==> config.mk <==
export PLATFORM = sky130hd
export DESIGN_NAME = ro_freq_counter_flat
export DESIGN_NICKNAME = d
export VERILOG_FILES = /design/src/rtl/ro_freq_counter_if.sv /design/src/rtl/ro_freq_counter.sv /design/src/flat_wrapper.sv
export SDC_FILE = /design/constraint.sdc
export NUM_CORES = 1
export LEC_CHECK = 0
export BUFFER_PORTS_ARGS = -buffer_cell sky130_fd_sc_hd__buf_2
export CORE_ASPECT_RATIO = 1.4
export CORE_UTILIZATION = 45
export CTS_BUF_LIST = sky130_fd_sc_hd__clkbuf_4 sky130_fd_sc_hd__clkbuf_8
export CTS_CLUSTER_SIZE = 16
export DETAILED_ROUTE_END_ITERATION = 10
export MAX_ROUTING_LAYER = met4
export SLEW_MARGIN = 10
export SYNTH_ARGS = -nofsm -noshare
export SYNTH_HDL_FRONTEND = slang
export SYNTH_SLANG_ARGS = --single-unit
==> constraint.sdc <==
create_clock -name clk -period 3.4 [get_ports clk]
set_clock_uncertainty 0.2 [all_clocks]
set_input_delay 0.17 -clock clk [delete_from_list [all_inputs] [get_ports clk]]
set_output_delay 0.17 -clock clk [all_outputs]
set_load 0.01 [all_outputs]
==> src/rtl/ro_freq_counter_if.sv <==
// Control/readback bundle between the Tiny Tapeout wrapper and the ring-oscillator frequency meter.
// Handshake: start is a level request sampled only while idle; done pulses for one cycle when a result lands.
interface ro_freq_counter_if;
    logic       start;
    logic [1:0] gate_sel;
    logic [1:0] byte_sel;
    logic [7:0] count_byte;
    logic       busy;
    logic       done;
    logic [1:0] state_dbg;

    modport master (
        output start, gate_sel, byte_sel,
        input  count_byte, busy, done, state_dbg
    );

    modport slave (
        input  start, gate_sel, byte_sel,
        output count_byte, busy, done, state_dbg
    );
endinterface

==> src/rtl/ro_freq_counter.sv <==
// Ring-oscillator frequency meter: counts synchronized rising edges of osc_in over a
// 2^(GATE_LOG2_MIN + 2*gate_sel) cycle gate window and exposes the result a byte at a time.
module ro_freq_counter #(
    parameter int CNT_W         = 24,
    parameter int GATE_LOG2_MIN = 8
) (
    input  logic              clk,
    input  logic              rst_n,
    input  logic              osc_in,
    ro_freq_counter_if.slave  bus
);

    localparam int GCNT_W = GATE_LOG2_MIN + 6;
    localparam logic [GCNT_W-1:0] GATE_ONES = '1;
    localparam logic [CNT_W-1:0]  CNT_MAX   = '1;

    typedef enum logic [1:0] {
        ST_IDLE = 2'd0,
        ST_ARM  = 2'd1,
        ST_GATE = 2'd2,
        ST_DONE = 2'd3
    } state_e;

    state_e            state_q, state_d;
    logic [2:0]        sync_q, sync_d;
    logic [CNT_W-1:0]  cnt_q, cnt_d;
    logic              sat_q, sat_d;
    logic [GCNT_W-1:0] gcnt_q, gcnt_d;
    logic [1:0]        gsel_q, gsel_d;
    logic [CNT_W-1:0]  result_q, result_d;
    logic              ovf_q, ovf_d;
    logic              valid_q, valid_d;

    logic              edge_pulse;
    logic [GCNT_W-1:0] gate_init;
    logic [23:0]       result_ext;
    logic [7:0]        status_byte;

    // sync_q[0]/[1] form the two-flop synchronizer, sync_q[2] is the edge-detect delay.
    assign sync_d     = {sync_q[1:0], osc_in};
    assign edge_pulse = sync_q[1] & ~sync_q[2];

    always_comb begin
        gate_init = GATE_ONES;
        case (bus.gate_sel)
            2'd0:    gate_init = GATE_ONES >> 6;
            2'd1:    gate_init = GATE_ONES >> 4;
            2'd2:    gate_init = GATE_ONES >> 2;
            default: gate_init = GATE_ONES;
        endcase
    end

    always_comb begin
        state_d  = state_q;
        cnt_d    = cnt_q;
        sat_d    = sat_q;
        gcnt_d   = gcnt_q;
        gsel_d   = gsel_q;
        result_d = result_q;
        ovf_d    = ovf_q;
        valid_d  = valid_q;
        case (state_q)
            ST_IDLE: begin
                if (bus.start) begin
                    state_d = ST_ARM;
                end
            end
            ST_ARM: begin
                cnt_d   = '0;
                sat_d   = 1'b0;
                gsel_d  = bus.gate_sel;
                gcnt_d  = gate_init;
                state_d = ST_GATE;
            end
            ST_GATE: begin
                // An edge landing in the final gate cycle is still counted.
                if (edge_pulse) begin
                    if (cnt_q == CNT_MAX) begin
                        sat_d = 1'b1;
                    end else begin
                        cnt_d = cnt_q + 1'b1;
                    end
                end
                if (gcnt_q == '0) begin
                    state_d = ST_DONE;
                end else begin
                    gcnt_d = gcnt_q - 1'b1;
                end
            end
            ST_DONE: begin
                result_d = cnt_q;
                ovf_d    = sat_q;
                valid_d  = 1'b1;
                state_d  = ST_IDLE;
            end
            default: begin
                state_d = ST_IDLE;
            end
        endcase
    end

    always_ff @(posedge clk or negedge rst_n) begin
        if (!rst_n) begin
            state_q  <= ST_IDLE;
            sync_q   <= '0;
            cnt_q    <= '0;
            sat_q    <= 1'b0;
            gcnt_q   <= '0;
            gsel_q   <= '0;
            result_q <= '0;
            ovf_q    <= 1'b0;
            valid_q  <= 1'b0;
        end else begin
            state_q  <= state_d;
            sync_q   <= sync_d;
            cnt_q    <= cnt_d;
            sat_q    <= sat_d;
            gcnt_q   <= gcnt_d;
            gsel_q   <= gsel_d;
            result_q <= result_d;
            ovf_q    <= ovf_d;
            valid_q  <= valid_d;
        end
    end

    assign bus.busy      = (state_q != ST_IDLE);
    assign bus.done      = (state_q == ST_DONE);
    assign bus.state_dbg = state_q;

    // Bytes above CNT_W fall into the zero extension and read back as 0.
    assign result_ext  = 24'(result_q);
    assign status_byte = {bus.busy, valid_q, ovf_q, 3'b000, gsel_q};

    always_comb begin
        bus.count_byte = 8'h00;
        case (bus.byte_sel)
            2'd0:    bus.count_byte = result_ext[7:0];
            2'd1:    bus.count_byte = result_ext[15:8];
            2'd2:    bus.count_byte = result_ext[23:16];
            default: bus.count_byte = status_byte;
        endcase
    end

endmodule

==> src/flat_wrapper.sv <==
// flat-port wrapper written by rule: the top's interface ports become plain ports
module ro_freq_counter_flat 
#(
    parameter int CNT_W         = 24,
    parameter int GATE_LOG2_MIN = 8
)
  (clk, rst_n, osc_in, bus_start, bus_gate_sel, bus_byte_sel, bus_count_byte, bus_busy, bus_done, bus_state_dbg);
  ro_freq_counter_if bus_i ();
  input  logic clk;
  input  logic rst_n;
  input  logic osc_in;
  input wire logic [$bits(bus_i.start)-1:0] bus_start;
  input wire logic [$bits(bus_i.gate_sel)-1:0] bus_gate_sel;
  input wire logic [$bits(bus_i.byte_sel)-1:0] bus_byte_sel;
  output wire logic [$bits(bus_i.count_byte)-1:0] bus_count_byte;
  output wire logic [$bits(bus_i.busy)-1:0] bus_busy;
  output wire logic [$bits(bus_i.done)-1:0] bus_done;
  output wire logic [$bits(bus_i.state_dbg)-1:0] bus_state_dbg;
  assign bus_i.start = bus_start;
  assign bus_i.gate_sel = bus_gate_sel;
  assign bus_i.byte_sel = bus_byte_sel;
  assign bus_count_byte = bus_i.count_byte;
  assign bus_busy = bus_i.busy;
  assign bus_done = bus_i.done;
  assign bus_state_dbg = bus_i.state_dbg;
  ro_freq_counter #(.CNT_W(CNT_W), .GATE_LOG2_MIN(GATE_LOG2_MIN)) u_core (.clk(clk), .rst_n(rst_n), .osc_in(osc_in), .bus(bus_i));
endmodule
==> impl_results.md <==
* Outcome: finished, final reports clean
* Clk sink count at 72
* Unrepaired setup endpoints after global routing: false
* Hold Crit Start: u_core.sync_q[0]$_DFF_PN0_
* Static Leak at 1.87 nW
* Max-Cap Viols at 0
* Post-DP HPWL at 5980 um
* Max stage delay cell, worst path: dfrtp_1
* CP Max Fanout at 16
* H-Tree Depth at 3
* Synth warn at 0
* WL final at 8710 um
* Initial antenna violation count at 0
* Area Overhead vs Synth at 10.4%
* CTS buffer count at 9
* Post-synthesis cell type count at 47
* Die H at 112 um
* CTS root buf: clkbuf_8
* Period utilisation layout at 0.698
* Tot Pwr at 0.00276 W
* Initial Utilization at 0.471
* Antenna-violating nets left at 0
* Fillers at 766
* Worst-margin pin slew at 0.925 ns
* Endpoints failing hold at 0
* Multi-input gate area at 1940 um^2
* Final TNS setup at 0 ns
* CP top delay family: compound AO/OA/AOI/OAI gates
* Final instance area at 4290 um^2
* FF-to-FF path depth at 7
* Global-route wire length before repair at 14800 um
* Worst hold stages at 0
* Most common cell after layout, fill and taps aside: dfrtp_1
* Worst VDD drop at 0.383 mV
* Most Frequent Cell on Critical Path: o21ai_1
* Rows at 39
* Largest stage delay on the critical path at 0.42 ns
* Worst Path Arrival at 2.44 ns
* Fmax at 422 MHz
* Core area at 8250 um^2
* Largest net degree at the start of global routing at 73
* Routability cong. at 0.873
* # diodes at 0
* Die X at 80.5 um
* Final min period at 2.37 ns
* Worst Path Buf+Inv at 2
* Port bufs at 19
* Clk slew on worst S/H paths at 0.07 ns
* Most frequent cells in the layout: 72 x dfrtp_1, 38 x nand2_1, 31 x nor2_1
* Final #Nets at 419
* Flops & latches, synth at 72
* Dpl cells at 490
* Clock latency on the worst-skew pair at 0.35 ns
* Layout Cells excl Fill at 510
* IO Count at 20
* Global Route Usage Sum at 0.225
* Power per Cell Area at 643 nW/um^2
* Setup crit end kind: register
* CP Depth at 7
* Layout cells sized above 1 at 0.201
* Synthesized Nets at 401
* Initial DRC count at 188
* Drt pass-1 iters at 4
* Critical R2R Launch: u_core.bus.state_dbg[0]$_DFFE_PN0P_
* Setup CP Type: reg -> reg
* Mapped Cells at 386
* EDFF count, synth at 0
* Async SR Flop Fraction at 1.00
* Final slew viol count at 0
* Register area at 1800 um^2
* Final setup fails at 0
* Vias in the first global route at 2972
* Sequential share of the synthesized area at 0.464
* CTS tree: built
* Worst Hold Class: reg -> reg
* Worst Path Required at 3.47 ns
* Placed cell areas at 4050 um^2
* CTS max path bufs at 2
* Worst setup startpoint: u_core.bus.state_dbg[0]$_DFFE_PN0P_
* Top_reg_cell synth: dfrtp_1
* CP startpoint kind: register
* Crit-path cells: inv_1 > ha_1 > o21ai_1 > nand2_1 > buf_4 > o41a_1 > o21ai_1
* Final Core Density at 0.520
* Syn Area/Cell at 10.1 um^2
* Routed via count at 2924
* Cts repair resizes at 0
* Die area at 9010 um^2
* Post-CTS Setup Repair Bufs at 0
* Avg WL per Cell at 17.1 um
* Mapped cell area at 3880 um^2
* Residual DRC at 0
* GRT Residual Overflow at 0
* Slew HR at 0.383
* Vias per std cell at 5.73
==> stage by stage <==
| step | hold WS [ns] | worst slack [ns] |
|---|---|---|
| detailed placement | 0.0816 | 1.04 |
| finish | 0.149 | 1.03 |
| floorplan | -0.326 | 1.28 |
| global placement | 0.0786 | 1.07 |
| global route | 0.161 | 0.840 |
| CTS | 0.152 | 1.01 |
==> worst paths after layout <==
| kind | end | slack, ns |
|---|---|---|
| setup / recovery | u_core.cnt_q[16]$_DFFE_PN0P_ | 1.03 |
| hold / removal | u_core.sync_q[1]$_DFF_PN0_ | 0.15 |
| setup reg to reg | u_core.cnt_q[16]$_DFFE_PN0P_ | 1.03 |
| hold reg to reg | u_core.sync_q[1]$_DFF_PN0_ | 0.15 |
| max in group asynchronous | u_core.result_ext[8]$_DFFE_PN0P_ | 2.09 |
| min in group asynchronous | u_core.cnt_q[12]$_DFFE_PN0P_ | 0.28 |
==> synthesized netlist by cell type, types with 6 or more instances <==
| library cell | count | area (um^2) |
|---|---|---|
| mux2i_1 | 19 | 190 |
| a21oi_1 | 16 | 80.1 |
| inv_1 | 12 | 45.0 |
| nor3_1 | 19 | 95.1 |
| mux2_2 | 26 | 293 |
| nand2_1 | 38 | 143 |
| dfrtp_1 | 72 | 1800 |
| xor2_1 | 6 | 52.6 |
| clkbuf_1 | 16 | 60.1 |
| nand3_1 | 15 | 75.1 |
| nand4_1 | 10 | 62.6 |
| ha_1 | 7 | 87.6 |
| o21ai_0 | 9 | 45.0 |
| o21ai_1 | 22 | 110 |
| nor2_1 | 31 | 116 |
==> sequential cells by signal, summed over array words and instances, names as in the netlist <==
name	cells
u_core.gsel_q	2
u_core.result_ext	24
u_core.bus.state_dbg	2
u_core.valid_q	1
u_core.gcnt_q	14
u_core.ovf_q	1
u_core.sync_q	3
u_core.cnt_q	24
u_core.sat_q	1
==> cells by family (layout without fill, tap and decap cells) <==
family                   Yosys count  in the layout  share of synthesized area
multiplexers                      50             50                      0.153
AO/OA/AOI/OAI                     69             69                      0.111
buffers and inverters             33             55                     0.0351
XOR/XNOR                           9              9                     0.0203
flip-flops                        72             72                      0.464
adder cells (fa/ha/maj)            7              7                     0.0226
AND/OR/NAND/NOR                  146            146                      0.194
==> area by class of cell <==
class                           count  area share
Timing Repair Buffer               28      0.0414
Inverter                           12      0.0105
Multi-Input combinational cell    281       0.454
Clock inverter                      4      0.0105
Sequential cell                    72       0.420
Tap cell                          102      0.0298
Clock buffer                       11      0.0339
==> where the power goes <==
group          switching (W)  internal, W
clock network       0.000306     0.000359
logic               0.000669     0.000359
registers           0.000106     0.000959
==> routing by layer <==
metal,wire length (um),part of all wire,track usage
met5,0,0,-
met4,223,0.026,0.100
met3,329,0.038,0.0525
met2,4390,0.50,0.360
met1,3760,0.43,0.267
==> what timing repair did <==
| action | CTS | global route |
|---|---|---|
| setup endpoints to repair | 0 | 0 |
| endpoints found under the hold margin | 77 | 0 |
| hold buffers | 5 | 0 |
Power figures use the tool's default switching activity.
